--- config.mk ---
export PLATFORM = sky130hd
export DESIGN_NAME = muldiv_arbiter
export DESIGN_NICKNAME = d
export VERILOG_FILES = /design/src/rtl/muldiv_arbiter.sv
export SDC_FILE = /design/constraint.sdc
export NUM_CORES = 1
export LEC_CHECK = 0
export ABC_CLOCK_PERIOD_IN_PS = 4500
export BUFFER_PORTS_ARGS = -buffer_cell sky130_fd_sc_hd__buf_2
export CAP_MARGIN = 25
export CORE_AREA = 3 3 173 175
export DETAILED_ROUTE_END_ITERATION = 12
export DIE_AREA = 0 0 176 178
export PLACE_DENSITY = 0.59
export SLEW_MARGIN = 20
export SYNTH_ARGS = -nofsm -noshare
export SYNTH_HDL_FRONTEND = slang
export SYNTH_SLANG_ARGS = --single-unit
--- constraint.sdc ---
create_clock -name clk -period 4.5 [get_ports clk]
set_input_delay 0.9 -clock clk [delete_from_list [all_inputs] [get_ports clk]]
set_output_delay 0.9 -clock clk [all_outputs]
set_load 0.005 [all_outputs]
--- src/rtl/muldiv_arbiter.sv ---
// muldiv_arbiter: round-robin sharing of one iterative mul/div engine among N_REQ execution units.
// Optional engine watchdog is enabled by defining MULDIV_TIMEOUT_EN.
`ifndef EX_UNITS
`define EX_UNITS 4
`endif

module muldiv_arbiter #(
   parameter int N_REQ          = `EX_UNITS,
   parameter int ROB_W          = 5,
   parameter int TIMEOUT_CYCLES = 64
) (
   input  logic                        clk,
   input  logic                        rst,
   input  logic                        flush,
   input  logic [N_REQ-1:0]            req_valid,
   input  logic [N_REQ-1:0]            req_is_div,
   input  logic [N_REQ-1:0][2:0]       req_funct3,
   input  logic [N_REQ-1:0][31:0]      req_a,
   input  logic [N_REQ-1:0][31:0]      req_b,
   input  logic [N_REQ-1:0][ROB_W-1:0] req_rob_id,
   output logic [N_REQ-1:0]            grant,
   output logic                        unit_start,
   output logic                        unit_kill,
   output logic                        unit_is_div,
   output logic [2:0]                  unit_funct3,
   output logic [31:0]                 unit_a,
   output logic [31:0]                 unit_b,
   input  logic                        unit_done,
   input  logic [31:0]                 unit_result,
   output logic                        resp_valid,
   output logic [31:0]                 resp_data,
   output logic [ROB_W-1:0]            resp_rob_id,
   output logic [N_REQ-1:0]            resp_owner,
   output logic                        resp_err,
   output logic                        busy
);
   localparam int PTR_W = $clog2(N_REQ);

   typedef enum logic [1:0] {
      IDLE  = 2'd0,
      ISSUE = 2'd1,
      WAIT  = 2'd2,
      RESP  = 2'd3
   } state_t;

   state_t           state_q, state_d;
   logic [PTR_W-1:0] ptr_q, ptr_d;
   logic             is_div_q, is_div_d;
   logic [2:0]       funct3_q, funct3_d;
   logic [31:0]      a_q, a_d;
   logic [31:0]      b_q, b_d;
   logic [31:0]      result_q, result_d;
   logic [ROB_W-1:0] rob_q, rob_d;
   logic [N_REQ-1:0] owner_q, owner_d;
   logic             err_q, err_d;

   logic             sel_found_s;
   logic [PTR_W-1:0] sel_idx_s;
   logic [PTR_W-1:0] cand_s;
   logic             take_s;
   logic             timeout_hit_s;
   logic             timeout_s;

`ifdef MULDIV_TIMEOUT_EN
   localparam int CNT_W = $clog2(TIMEOUT_CYCLES + 1);
   logic [CNT_W-1:0] cnt_q, cnt_d;

   always_comb begin
      cnt_d = '0;
      if (state_q == WAIT) begin
         cnt_d = cnt_q + CNT_W'(1);
      end else begin
         cnt_d = '0;
      end
   end

   always_ff @(posedge clk or posedge rst) begin
      if (rst) begin
         cnt_q <= '0;
      end else begin
         cnt_q <= cnt_d;
      end
   end

   assign timeout_hit_s = (cnt_q == CNT_W'(TIMEOUT_CYCLES - 1));
`else
   logic unused_timeout_s;
   assign unused_timeout_s = |TIMEOUT_CYCLES;
   assign timeout_hit_s    = 1'b0;
`endif

   // First requester at or above the pointer, wrapping modulo N_REQ.
   always_comb begin
      sel_found_s = 1'b0;
      sel_idx_s   = '0;
      cand_s      = '0;
      for (int j = 0; j < N_REQ; j++) begin
         cand_s = PTR_W'((int'(ptr_q) + j) % N_REQ);
         if (!sel_found_s && req_valid[cand_s]) begin
            sel_found_s = 1'b1;
            sel_idx_s   = cand_s;
         end else begin
            sel_found_s = sel_found_s;
         end
      end
   end

   assign take_s = (state_q == IDLE) && !flush && !rst && sel_found_s;

   always_comb begin
      grant = '0;
      if (take_s) begin
         grant[sel_idx_s] = 1'b1;
      end else begin
         grant = '0;
      end
   end

   // Flush overrides every state transition; ptr is only advanced by a real grant.
   always_comb begin
      state_d   = state_q;
      ptr_d     = ptr_q;
      is_div_d  = is_div_q;
      funct3_d  = funct3_q;
      a_d       = a_q;
      b_d       = b_q;
      result_d  = result_q;
      rob_d     = rob_q;
      owner_d   = owner_q;
      err_d     = err_q;
      timeout_s = 1'b0;
      if (flush) begin
         state_d = IDLE;
      end else begin
         case (state_q)
            IDLE: begin
               if (take_s) begin
                  state_d  = ISSUE;
                  ptr_d    = (sel_idx_s == PTR_W'(N_REQ - 1)) ? '0 : sel_idx_s + PTR_W'(1);
                  is_div_d = req_is_div[sel_idx_s];
                  funct3_d = req_funct3[sel_idx_s];
                  a_d      = req_a[sel_idx_s];
                  b_d      = req_b[sel_idx_s];
                  rob_d    = req_rob_id[sel_idx_s];
                  owner_d  = grant;
                  err_d    = 1'b0;
               end else begin
                  state_d = IDLE;
               end
            end
            ISSUE: begin
               state_d = WAIT;
            end
            WAIT: begin
               if (unit_done) begin
                  result_d = unit_result;
                  state_d  = RESP;
               end else if (timeout_hit_s) begin
                  timeout_s = 1'b1;
                  result_d  = 32'h0000_0000;
                  err_d     = 1'b1;
                  state_d   = RESP;
               end else begin
                  state_d = WAIT;
               end
            end
            RESP: begin
               state_d = IDLE;
            end
            default: begin
               state_d = IDLE;
            end
         endcase
      end
   end

   // State and latched-operation registers.
   always_ff @(posedge clk or posedge rst) begin
      if (rst) begin
         state_q  <= IDLE;
         ptr_q    <= '0;
         is_div_q <= 1'b0;
         funct3_q <= 3'd0;
         a_q      <= 32'd0;
         b_q      <= 32'd0;
         result_q <= 32'd0;
         rob_q    <= '0;
         owner_q  <= '0;
         err_q    <= 1'b0;
      end else begin
         state_q  <= state_d;
         ptr_q    <= ptr_d;
         is_div_q <= is_div_d;
         funct3_q <= funct3_d;
         a_q      <= a_d;
         b_q      <= b_d;
         result_q <= result_d;
         rob_q    <= rob_d;
         owner_q  <= owner_d;
         err_q    <= err_d;
      end
   end

   assign busy        = (state_q != IDLE);
   assign unit_start  = (state_q == ISSUE) && !flush;
   assign unit_kill   = flush ? ((state_q == ISSUE) || (state_q == WAIT)) : timeout_s;
   assign unit_is_div = is_div_q;
   assign unit_funct3 = funct3_q;
   assign unit_a      = a_q;
   assign unit_b      = b_q;
   assign resp_valid  = (state_q == RESP) && !flush;
   assign resp_data   = result_q;
   assign resp_rob_id = rob_q;
   assign resp_owner  = owner_q;
   assign resp_err    = resp_valid && err_q;

endmodule

==> results of run 1 <==
## per-layer routing
layer | vias up | part of all wire [%]
met5 | - | 0
li1 | 2981 | -
met4 | 0 | 2.1
met1 | 3074 | 40
met2 | 345 | 49
met3 | 27 | 8.1
## report_power, final
group	leakage (µW)	switching, µW	internal, µW
combinational	0.00304	885	886
sequential	0.00132	187	1350
clock	0.000288	559	834
total	0.00465	1630	3070
## registers in the layout, indices dropped and copies added, names as in the netlist
signal       flops
resp_data       32
unit_a          32
unit_b          32
resp_rob_id      5
resp_owner       4
unit_funct3      3
ptr_q            2
state_q          2
unit_is_div      1
## how the worst max path moves through the flow
stage                     to  slack [ns]  cells past startpoint
floorplan           ptr_q[0]        0.61                      1
global placement    grant[3]        1.20                      5
detailed placement  grant[3]        1.19                      5
CTS                 grant[3]        1.19                      5
global route        grant[2]        1.12                      5
finish              grant[2]        1.24                      5
## cells by family (layout without fill, tap and decap cells)
| logic type | after synthesis | count (layout) |
|---|---|---|
| flops | 113 | 113 |
| buf+inv | 64 | 497 |
| other cells | 1 | 2 |
| compound gates | 166 | 166 |
| fa+ha+maj | 5 | 5 |
| mux | 110 | 110 |
| simple gates | 94 | 94 |
## cells in the mapped netlist (6+ instances only)
cell type	count
a21oi_1	79
a222oi_1	73
buf_2	11
buf_4	6
buf_6	7
clkbuf_1	30
dfrtp_1	113
inv_1	6
mux2_1	19
mux2_2	51
mux2_4	39
nor2_1	78
## metrics by stage
stage,cells,instance area [µm²],total power [µW],utilization [%],hold slack [ns]
after global placement,1338,8850,3300,30.9,0.484
final,1371,9450,4700,33.0,0.496
after CTS,1370,9450,4780,33.0,0.501
after global routing,1370,9450,5010,33.0,0.505
after floorplan,553,6260,2540,-,0.504
after detailed placement,1338,8850,3340,30.9,0.487
## worst max-delay path, cell delays in order
cell and delay (ns):
buf_2 0.22, nor2_1 0.14, a2111oi_4 0.74, and2_1 0.24
buf_2 0.12
## cell type report
cell class | count | area (µm²) | area share (%)
well taps | 384 | 480 | 5.08
multi-input cells | 376 | 3160 | 33.4
flip-flops and latches | 113 | 2830 | 29.9
repair buffers | 459 | 2360 | 25.0
clock buffers | 17 | 425 | 4.50
clock inverters | 15 | 170 | 1.80
diodes | 1 | 2.50 | 0.0265
inverters | 6 | 25.0 | 0.265
==> reports/qor.yml, run 1 <==
status: "finished, final reports clean"
whs_path_depth: 1
synth-seq-cells: 113
synth-edff-count: 0
synth_top_area_cell: "dfrtp_1"
grt_pass1_vias: 6437
irDropWorstVdd_uv: 214
final_common_cell: "buf_2"
clockBufferDepth: 2
final_layout_size_suffix_gt1_share_pct: 60.0
fin_tns_setup_ns: 0
post-place-ws_ns: 1.19
clk_pin_slew_worst_paths_ns: 0.06
root_buffer: "clkbuf_16"
reg2reg_from: "ptr_q[1]"
cts.hold.buffers_added: 0
hp-class: "flop to flop"
fin_ws_ns: 1.24
num_rows: 62
critPathLaunchType: "input port"
post_drt_via_cell_ratio: 4.69
worstSkewPairLatency_ns: 0.40
worstPathRequired_ns: 3.60
netlist_area_um2: 6260
cts.sinks: 113
finalHoldViolations: 0
wl_mm: 26.0
path_max_fanout: 7
first_pass_iters: 7
yosys-top-cells-area: "dfrtp_1 (45%), a222oi_1 (12%), mux2_4 (9.4%), mux2_2 (9.2%), a21oi_1 (6.3%)"
max_freq_ghz: 0.306
ff2ff_setup_slack_ns: 1.77
port_buffers: 448
use_met2_pct: 26.8
synthXorXnorAreaFrac_pct: 0
period_needed_ns: 3.26
slew_violations: 0
worstMarginPinSlew_ns: 0.772
synth_mux_area_share_pct: 22.1
ys_types: 34
dp_hpwl_mm: 19.6
slew_headroom_pct: 48.5
grt_util_met3_pct: 4.41
synth_compound_area_share_pct: 20.2
die_h_um: 178
synth_ff_type: "dfrtp_1"
area_growth_pct: 51.0
max_cap_violations: 0
cts_tree: "built"
globalRouteOverflowTotal: 0
setup.worst_path.start: "req_valid[3]"
synth_top_family_by_area: "multiplexers"
ys_seq_area_share_pct: 45.2
use_met1_pct: 18.7
ant_nets: 0
synth-adder-area-share_pct: 0.999
syn_inst: 553
worstHoldStart: "resp_data[6]"
cts_buffers: 17
ys_warn_count: 0
p_leak_uw: 0.00465
synth-async-reset-ratio_pct: 100
r2r_end: "unit_a[3]"
wire_per_inst_um: 19.0
setup_violations: 0
postCtsSetupBuffers: 0
rsz0062_at_grt: "no"
synth_top_area_share_pct: 45.2
grt_pass1_wl_mm: 37.3
avgSynthCellArea_um2: 11.3
antenna_found_initial: 0
syn-num-nets: 890
die-area_um2: 31300
track_usage_pct: 15.6
drc: 0
drtIter0Drc: 518
cellPowerDensity_nw_per_um2: 497
initial_utilization_pct: 21.9
cts_max_level: 4
busiest_layer: "met2"
ioPinCount: 450
holdPathEnd: "resp_data[6]"
finalCritPeriodShare_pct: 72.6
worstRegToRegCells: 6
crit_path_end_kind: "primary output"
die_x_um: 176
final_cell_mix: "buf_2 (448), dfrtp_1 (113), a21oi_1 (79), nor2_1 (78), a222oi_1 (73)"
core_um2: 28600
gp_congestion: 0.774
grt_max_degree: 106
cp.arrival_ns: 2.36
fin_nets: 1310
finClkSkew_ns: 0.00803
synth_simple_gate_area_share_pct: 6.22
nFillCells: 2962
vias: 6427
cts_resized: 0
path_class: "input port to primary output"
Note: power is estimated with default switching activity, not from simulation.
==> run 2: changes to the inputs <==
ABC_AREA = 1   (was unset)
ABC_CLOCK_PERIOD_IN_PS = 2800   (was 4500)
CORE_AREA = 3 3 175 177   (was 3 3 173 175)
DIE_AREA = 0 0 178 180   (was 0 0 176 178)
PLACE_DENSITY = 0.65   (was 0.59)
clock period = 2.8 ns   (was 4.5 ns; I/O delays follow)
==> run 2 against run 1 <==
  * Wire length rose by 13%
  * Register-to-register slack got worse by 1.5 ns
  * Largest power group unchanged
  * First-iteration DRC count down 33%
  * Sequential cell count unchanged
  * Sequential power is 82% higher
  * Worst setup slack worse by 1.1 ns
  * Critical endpoint is now grant[3]
  * Total power grew to 3.2 times the previous value
  * Core utilization is 3.7 points higher
  * Clock skew grew 0.0068 ns
  * Sequential share of layout area shrank 3.7 points
==> reports/qor.yml, run 2 <==
status: "finished, final reports clean"  # unchanged
clk_pin_slew_worst_paths_ns: 0.06  # about the same
slew_violations: 0  # unchanged
critPathLaunchType: "flop"  # was input port
post_drt_via_cell_ratio: 4.47  # was 4.69
finish.utilization_pct: 36.7  # was 33.0%
synth-edff-count: 0  # unchanged
synth-seq-cells: 113  # unchanged
finalHoldViolations: 0  # unchanged
worstPathRequired_ns: 2.24  # was 3.60 ns
final_layout_size_suffix_gt1_share_pct: 34.6  # was 60.0%
cpMaxStageDelayCell: "dfrtp_2"  # was a2111oi_4
p_leak_uw: 0.00667  # was 0.00465 µW
core_um2: 29400  # was 28600 µm²
post_dp_cell_area_um2: 10100  # was 8850 µm²
antenna_found_initial: 2  # was 0
die_x_um: 178  # was 176 µm
wl_met1_mm: 11.6  # was 10.5 mm
irDropWorstVdd_uv: 1680  # was 214 µV
crit_path_end_kind: "primary output"  # unchanged
num_rows: 63  # was 62
rsz0062_at_grt: "yes"  # was no
wire_per_inst_um: 14.7  # was 19.0 µm
fin_tns_setup_ns: 0  # unchanged
synth_top_area_cell: "nand2_1"  # was dfrtp_1
crit_path_cell_trace: "buf_6 > nand2_1 > nand2_1 > nand2_2 > nand2_2 > nor2_4 > nand3_2 > nand2_4 > nand2_8 > nor2_4 > nand2_2 > inv_1 > buf_4"  # was buf_2 > nor2_1 > a2111oi_4 > and2_1 > buf_2
holdWs_ns: 0.261  # was 0.496 ns
first_pass_iters: 5  # was 7
grt_max_degree: 147  # was 106
cts_tree: "built"  # unchanged
setup_violations: 0  # unchanged
ys_warn_count: 0  # unchanged
cp_common_cell: "nand2_2"  # was buf_2
ys_seq_area_share_pct: 37.0  # was 45.2%
die-area_um2: 32000  # was 31300 µm²
cellPowerDensity_nw_per_um2: 1370  # was 497 nW/µm²
nFillCells: 3208  # was 2962
syn_inst: 1207  # was 553
root_buffer: "clkbuf_16"  # unchanged
ioPinCount: 450  # unchanged
critical-path-max-stage-delay_ns: 0.47  # was 0.74 ns
path_max_fanout: 6  # was 7
cts_buffers: 17  # unchanged
path_class: "flop to primary output"  # was input port to primary output
worstMarginPinSlew_ns: 0.907  # was 0.772 ns
max_freq_ghz: 0.372
wl_mm: 29.5  # was 26.0 mm
synth_ff_type: "dfrtp_1"  # unchanged
dr_wl_met3_mm: 2.24  # was 2.10 mm
area_growth_pct: 41.1  # was 51.0%
period_needed_ns: 2.69
wl_met2_mm: 14.9  # was 12.8 mm
grt_pass1_wl_mm: 43.9  # was 37.3 mm
cts.hold.buffers_added: 0  # unchanged
synth-async-reset-ratio_pct: 100  # unchanged
cts_max_level: 4  # unchanged
final_common_cell: "nand2_1"  # was buf_2
syn-num-nets: 1544  # was 890
avgSynthCellArea_um2: 6.34  # was 11.3 µm²
ant_nets: 0  # unchanged
die_h_um: 180  # was 178 µm
hp-class: "input port to asynchronous set/reset pin"  # was flop to flop
multi_input_area_um2: 4350  # was 3160 µm²
n_antenna_cell: 0  # was 1
port_buffers: 448  # unchanged
clockBufferDepth: 2  # unchanged
cp.arrival_ns: 2.13  # was 2.36 ns
max_cap_violations: 0  # unchanged
finClkSkew_ns: 0.0148  # was 0.00803 ns
post-place-cells: 1976  # was 1338
globalRouteOverflowTotal: 0  # unchanged
final_cell_mix: "nand2_1 (764), buf_2 (446), nand3_1 (149), dfrtp_1 (111), mux2_2 (32)"  # was buf_2 (448), dfrtp_1 (113), a21oi_1 (79), nor2_1 (78), a222oi_1 (73)
top_layer: "met5"  # was met4
track_usage_pct: 17.4  # was 15.6%
worstSkewPairLatency_ns: 0.42  # was 0.40 ns
dp_hpwl_mm: 21.6  # was 19.6 mm
stdcell_count: 2011  # was 1371
regArea_um2: 2830  # about the same
gp_congestion: 0.853  # was 0.774
fin_nets: 1945  # was 1310
ys_types: 27  # was 34
initial_utilization_pct: 26.0  # was 21.9%
synth_top_area_share_pct: 37.9  # was 45.2%
drtIter0Drc: 349  # was 518
netlist_area_um2: 7650  # was 6260 µm²
fin_area_um2: 10800  # was 9450 µm²
grt_pass1_vias: 8441  # was 6437
vias: 8981  # was 6427
drc: 0  # unchanged
cts.sinks: 113  # unchanged
yosys-top-cells-area: "nand2_1 (38%), dfrtp_1 (37%), nand3_1 (9.9%), mux2_2 (4.7%), buf_2 (2.9%)"  # was dfrtp_1 (45%), a222oi_1 (12%), mux2_4 (9.4%), mux2_2 (9.2%), a21oi_1 (6.3%)
synth.most_common_cell: "nand2_1"  # was dfrtp_1
slew_headroom_pct: 39.6  # was 48.5%
finalCritPeriodShare_pct: 96.0
yosys-top-cells-count: "nand2_1 (772), nand3_1 (152), dfrtp_1 (113), buf_2 (44), mux2_2 (32)"  # was dfrtp_1 (113), a21oi_1 (79), nor2_1 (78), a222oi_1 (73), mux2_2 (51)
run 2: cell count changes after synthesis, sizes merged, moves of 2 or more:
cell and delta:
a21oi -77, a222oi -73, and2 -5, buf +49
clkbuf -22, inv +14, mux2 -77, nand2 +773
nand3 +154, nor2 -69, nor2b -4, o221a -2
run 2: cell type report:
class                   instances  area share (%)
flip-flops and latches        113            26.2
inverters                      20           0.800
repair buffers                467            22.7
multi-input cells             989            40.3
clock inverters                13            1.49
well taps                     390            4.52
clock buffers                  19            4.01
run 2: what timing repair did:
action                     CTS  global route
setup buffers                2             1
setup endpoints to repair    4             4
pin swaps                    0             3
resized for setup            1            27
run 2: critical path, delay by kind of cell, from the launching register on:
family,cells,cell delay (ns)
buffers and inverters,3,0.31
DFF,1,0.47
and+or+nand+nor,10,0.93
run 2: worst paths after layout:
path	from	slack, ns	cells after the start	end
setup reg to reg	ptr_q[0]	0.24	15	unit_b[24]
hold / removal	rst	0.26	3	unit_a[3]
min in group clk	unit_result[27]	0.38	2	resp_data[27]
max in group asynchronous	rst	1.93	3	ptr_q[0]
setup / recovery	ptr_q[0]	0.11	13	grant[3]
hold reg to reg	unit_a[9]	0.47	2	unit_a[9]
run 2: logic make-up (layout without fill, tap and decap cells):
| group | after synthesis | in the layout | share of synthesized area [%] |
|---|---|---|---|
| AND/OR/NAND/NOR | 942 | 942 | 49.2 |
| flip-flops | 113 | 113 | 37.0 |
| buffers and inverters | 105 | 519 | 7.54 |
| multiplexers | 32 | 32 | 4.71 |
| AO/OA/AOI/OAI | 9 | 9 | 0.736 |
| adder cells (fa/ha/maj) | 5 | 5 | 0.818 |
| other | 1 | 1 | 0.0490 |
run 2: where the power goes:
group	switching (µW)	total [µW]	internal, µW	leakage (µW)
clock	811	2210	1400	0.000279
combinational	6440	9800	3360	0.00496
sequential	412	2790	2380	0.00143
total	7660	14800	7140	0.00667
run 2: metal layers:
metal	up-vias	GRT usage (%)
met5	-	0
met2	379	31.6
met3	36	3.80
met4	4	6.47
li1	4552	-
met1	4010	19.7
run 2: through the flow:
| stage | power, µW | setup WS (ns) |
|---|---|---|
| after floorplan | 10000 | 0.479 |
| after global placement | 12300 | 0.247 |
| after detailed placement | 12500 | 0.181 |
| after CTS | 14800 | 0.0102 |
| after global routing | 16400 | -0.0111 |
| final | 14800 | 0.112 |
==> run 3: changes to the inputs <==
--- a/config.mk
+++ b/config.mk
@@ -9,5 +9,4 @@
 export ABC_CLOCK_PERIOD_IN_PS = 2800
 export BUFFER_PORTS_ARGS = -buffer_cell sky130_fd_sc_hd__buf_2
-export CAP_MARGIN = 25
 export CORE_AREA = 3 3 175 177
 export DETAILED_ROUTE_END_ITERATION = 12
==> constraint.sdc (replaced) <==
create_clock -name clk -period 2.8 [get_ports clk]
set_input_delay 0.28 -clock clk [delete_from_list [all_inputs] [get_ports clk]]
set_output_delay 0.28 -clock clk [all_outputs]
set_load 0.005 [all_outputs]
==> run 3 against run 2 <==
  * Die area is the same
  * First-iteration DRC count fell by 14%
  * Clock skew decreased by 0.0039 ns
  * Sequential share of layout area down 0.47 points
  * Sequential cell count is the same
  * Core utilization rose by 0.68 points
  * Critical path type unchanged
  * Final cell count grew 0.94%
  * Largest cell class unchanged
  * Register-to-register slack improved by 0.02 ns
  * Fmax grew 2.7%
  * Combinational power increased by 8%
  * Wire length increased by 3.6%
  * Critical endpoint is now grant[2]
  * Design area increased by 1.8%
==> reports/qor.yml, run 3 (synthesized netlist as in run 2, its figures left out) <==
cts_max_level: 4  # unchanged
num_rows: 63  # unchanged
worstRegToRegCells: 13  # was 15
fin_tns_setup_ns: 0  # unchanged
vias: 9125  # was 8981
drtIter0Drc: 300  # was 349
worstSkewPairLatency_ns: 0.42  # about the same
path_max_fanout: 27  # was 6
hp-class: "input port to asynchronous set/reset pin"  # unchanged
final_common_cell: "nand2_1"  # unchanged
p_leak_uw: 0.00679  # was 0.00667 µW
post_drt_via_cell_ratio: 4.50  # was 4.47
switching_share_pct: 50.1  # was 51.8%
gp_congestion: 0.855  # was 0.853
cts_tree: "built"  # unchanged
post_dp_cell_area_um2: 10200  # was 10100 µm²
period_needed_ns: 2.62  # was 2.69 ns
rsz0062_at_grt: "no"  # was yes
finClkSkew_ns: 0.0109  # was 0.0148 ns
cts.sinks: 113  # unchanged
die_x_um: 178  # unchanged
fin_area_um2: 11000  # was 10800 µm²
antenna_found_initial: 3  # was 2
reg2reg_from: "ptr_q[0]"  # unchanged
wl_mm: 30.5  # was 29.5 mm
grt_max_degree: 114  # was 147
critPathLaunchType: "flop"  # unchanged
pwr-share-seq_pct: 17.7  # was 18.8%
track_usage_pct: 17.8  # was 17.4%
finish.utilization_pct: 37.4  # was 36.7%
finalHoldViolations: 0  # unchanged
core_um2: 29400  # unchanged
finalCritPeriodShare_pct: 93.5  # was 96.0%
slew_violations: 0  # unchanged
root_buffer: "clkbuf_16"  # unchanged
setup_violations: 0  # unchanged
port_buffers: 448  # unchanged
fin_nets: 1961  # was 1945
slew_headroom_pct: 34.9  # was 39.6%
crit_path_end_kind: "primary output"  # unchanged
internal-power_uw: 7840  # was 7140 µW
cts.hold.buffers_added: 0  # unchanged
grt_pass1_wl_mm: 44.7  # was 43.9 mm
die-area_um2: 32000  # unchanged
status: "finished, final reports clean"  # unchanged
clock_power_share_pct: 15.2  # was 14.9%
cellPowerDensity_nw_per_um2: 1430  # was 1370 nW/µm²
worstMarginPinSlew_ns: 0.977  # was 0.907 ns
globalRouteOverflowTotal: 0  # unchanged
clk_pin_slew_worst_paths_ns: 0.06  # about the same
die_h_um: 180  # unchanged
clockBufferDepth: 2  # unchanged
max_freq_ghz: 0.382  # was 0.372 GHz
power.total_uw: 15700  # was 14800 µW
ant_nets: 0  # unchanged
critical-path-max-stage-delay_ns: 0.46  # was 0.47 ns
p_comb_share_pct: 67.2  # was 66.2%
crit_path_cell_trace: "buf_4 > nand2_1 > nand3_1 > nand2_2 > nor2_1 > nor2_2 > nand2_4 > nand2_8 > buf_16 > nand3_2 > inv_1 > buf_2"  # was buf_6 > nand2_1 > nand2_1 > nand2_2 > nand2_2 > nor2_4 > nand3_2 > nand2_4 > nand2_8 > nor2_4 > nand2_2 > inv_1 > buf_4
p_sw_uw: 7880  # was 7660 µW
initial_utilization_pct: 26.0  # unchanged
worstPathRequired_ns: 2.52  # was 2.24 ns
ff2ff_setup_slack_ns: 0.26  # was 0.24 ns
grt_pass1_vias: 8474  # was 8441
drc: 0  # unchanged
cpMaxStageDelayCell: "dfrtp_2"  # unchanged
wire_per_inst_um: 15.0  # was 14.7 µm
first_pass_iters: 4  # was 5
r2r_end: "unit_a[30]"  # was unit_b[24]
final_cell_mix: "nand2_1 (771), buf_2 (448), nand3_1 (151), dfrtp_1 (111), mux2_2 (32)"  # was nand2_1 (764), buf_2 (446), nand3_1 (149), dfrtp_1 (111), mux2_2 (32)
path_class: "flop to primary output"  # unchanged
area_growth_pct: 43.7  # was 41.1%
cts_buffers: 17  # unchanged
max_cap_violations: 0  # unchanged
cp.arrival_ns: 2.34  # was 2.13 ns
irDropWorstVdd_uv: 1110  # was 1680 µV
ioPinCount: 450  # unchanged
dp_hpwl_mm: 22.9  # was 21.6 mm
final_layout_size_suffix_gt1_share_pct: 34.6  # about the same
==> run 3: changes by cell type in the layout (fill, tap and decap cells not counted), moves of 2 or more <==
cell / before / now
buf_2: 446 / 448
buf_12: 4 / 7
nand3_1: 149 / 151
buf_6: 3 / 0
diode_2: 0 / 3
inv_4: 3 / 1
nor2_4: 3 / 1
nand2_1: 764 / 771
nand3_2: 4 / 2
nand2_2: 9 / 2
clkbuf_16: 17 / 19
buf_4: 14 / 25
clkbuf_8: 0 / 2
nor2_1: 4 / 7
==> run 3: through the flow <==
step	setup slack, ns	instances	hold WS [ns]
finish	0.182	2030	0.0599
floorplan	0.807	1207	0.345
global route	0.0221	2029	0.0640
CTS	0.0544	2020	0.0624
detailed placement	0.176	1985	0.459
global placement	0.227	1985	0.459
==> run 3: critical path, delay by kind of cell, from the launching register on <==
family / cells / cell delay [ns]
buffers and inverters: 4 / 0.55
AND/OR/NAND/NOR: 8 / 0.92
flip-flops: 1 / 0.46
==> run 3: power by group through the flow <==
stage	sequential (µW)	clock (µW)	combinational (µW)
after floorplan	2810	0	7220
after global routing	2880	2540	12000
after global placement	2790	0	10100
after detailed placement	2810	0	10100
after CTS	2790	2470	10300
final	2780	2380	10600
==> run 3: how the worst max path moves through the flow <==
stage,from,to,cells past startpoint
detailed placement,ptr_q[0],unit_a[30],13
global route,ptr_q[0],grant[3],13
global placement,ptr_q[0],unit_a[30],13
finish,ptr_q[0],grant[2],12
CTS,ptr_q[0],grant[2],11
floorplan,ptr_q[0],grant[3],12
==> run 3: timing repair <==
action                     in CTS  in global routing
cloned                          0                  2
buffers inserted                3                  5
resized for setup               3                  6
setup endpoints to repair       3                  2
pin swaps                       0                  3
==> run 3: layer usage <==
metal / part of all wire (%) / routed length, µm / global-route usage, %
met1: 41 / 12400 / 20.7
met2: 50 / 15200 / 31.6
met3: 6.9 / 2110 / 4.39
met4: 2.7 / 833 / 6.38
met5: 0.043 / 13 / 0
==> run 3: layout make-up <==
class	instances	area, µm²
timing repair buffer	483	2650
sequential	113	2830
inverter	20	82.6
tap	390	488
clock buffer	20	457
clock inverter	12	181
fill	3164	18400
multi-input combinational	989	4300
antenna	3	7.51
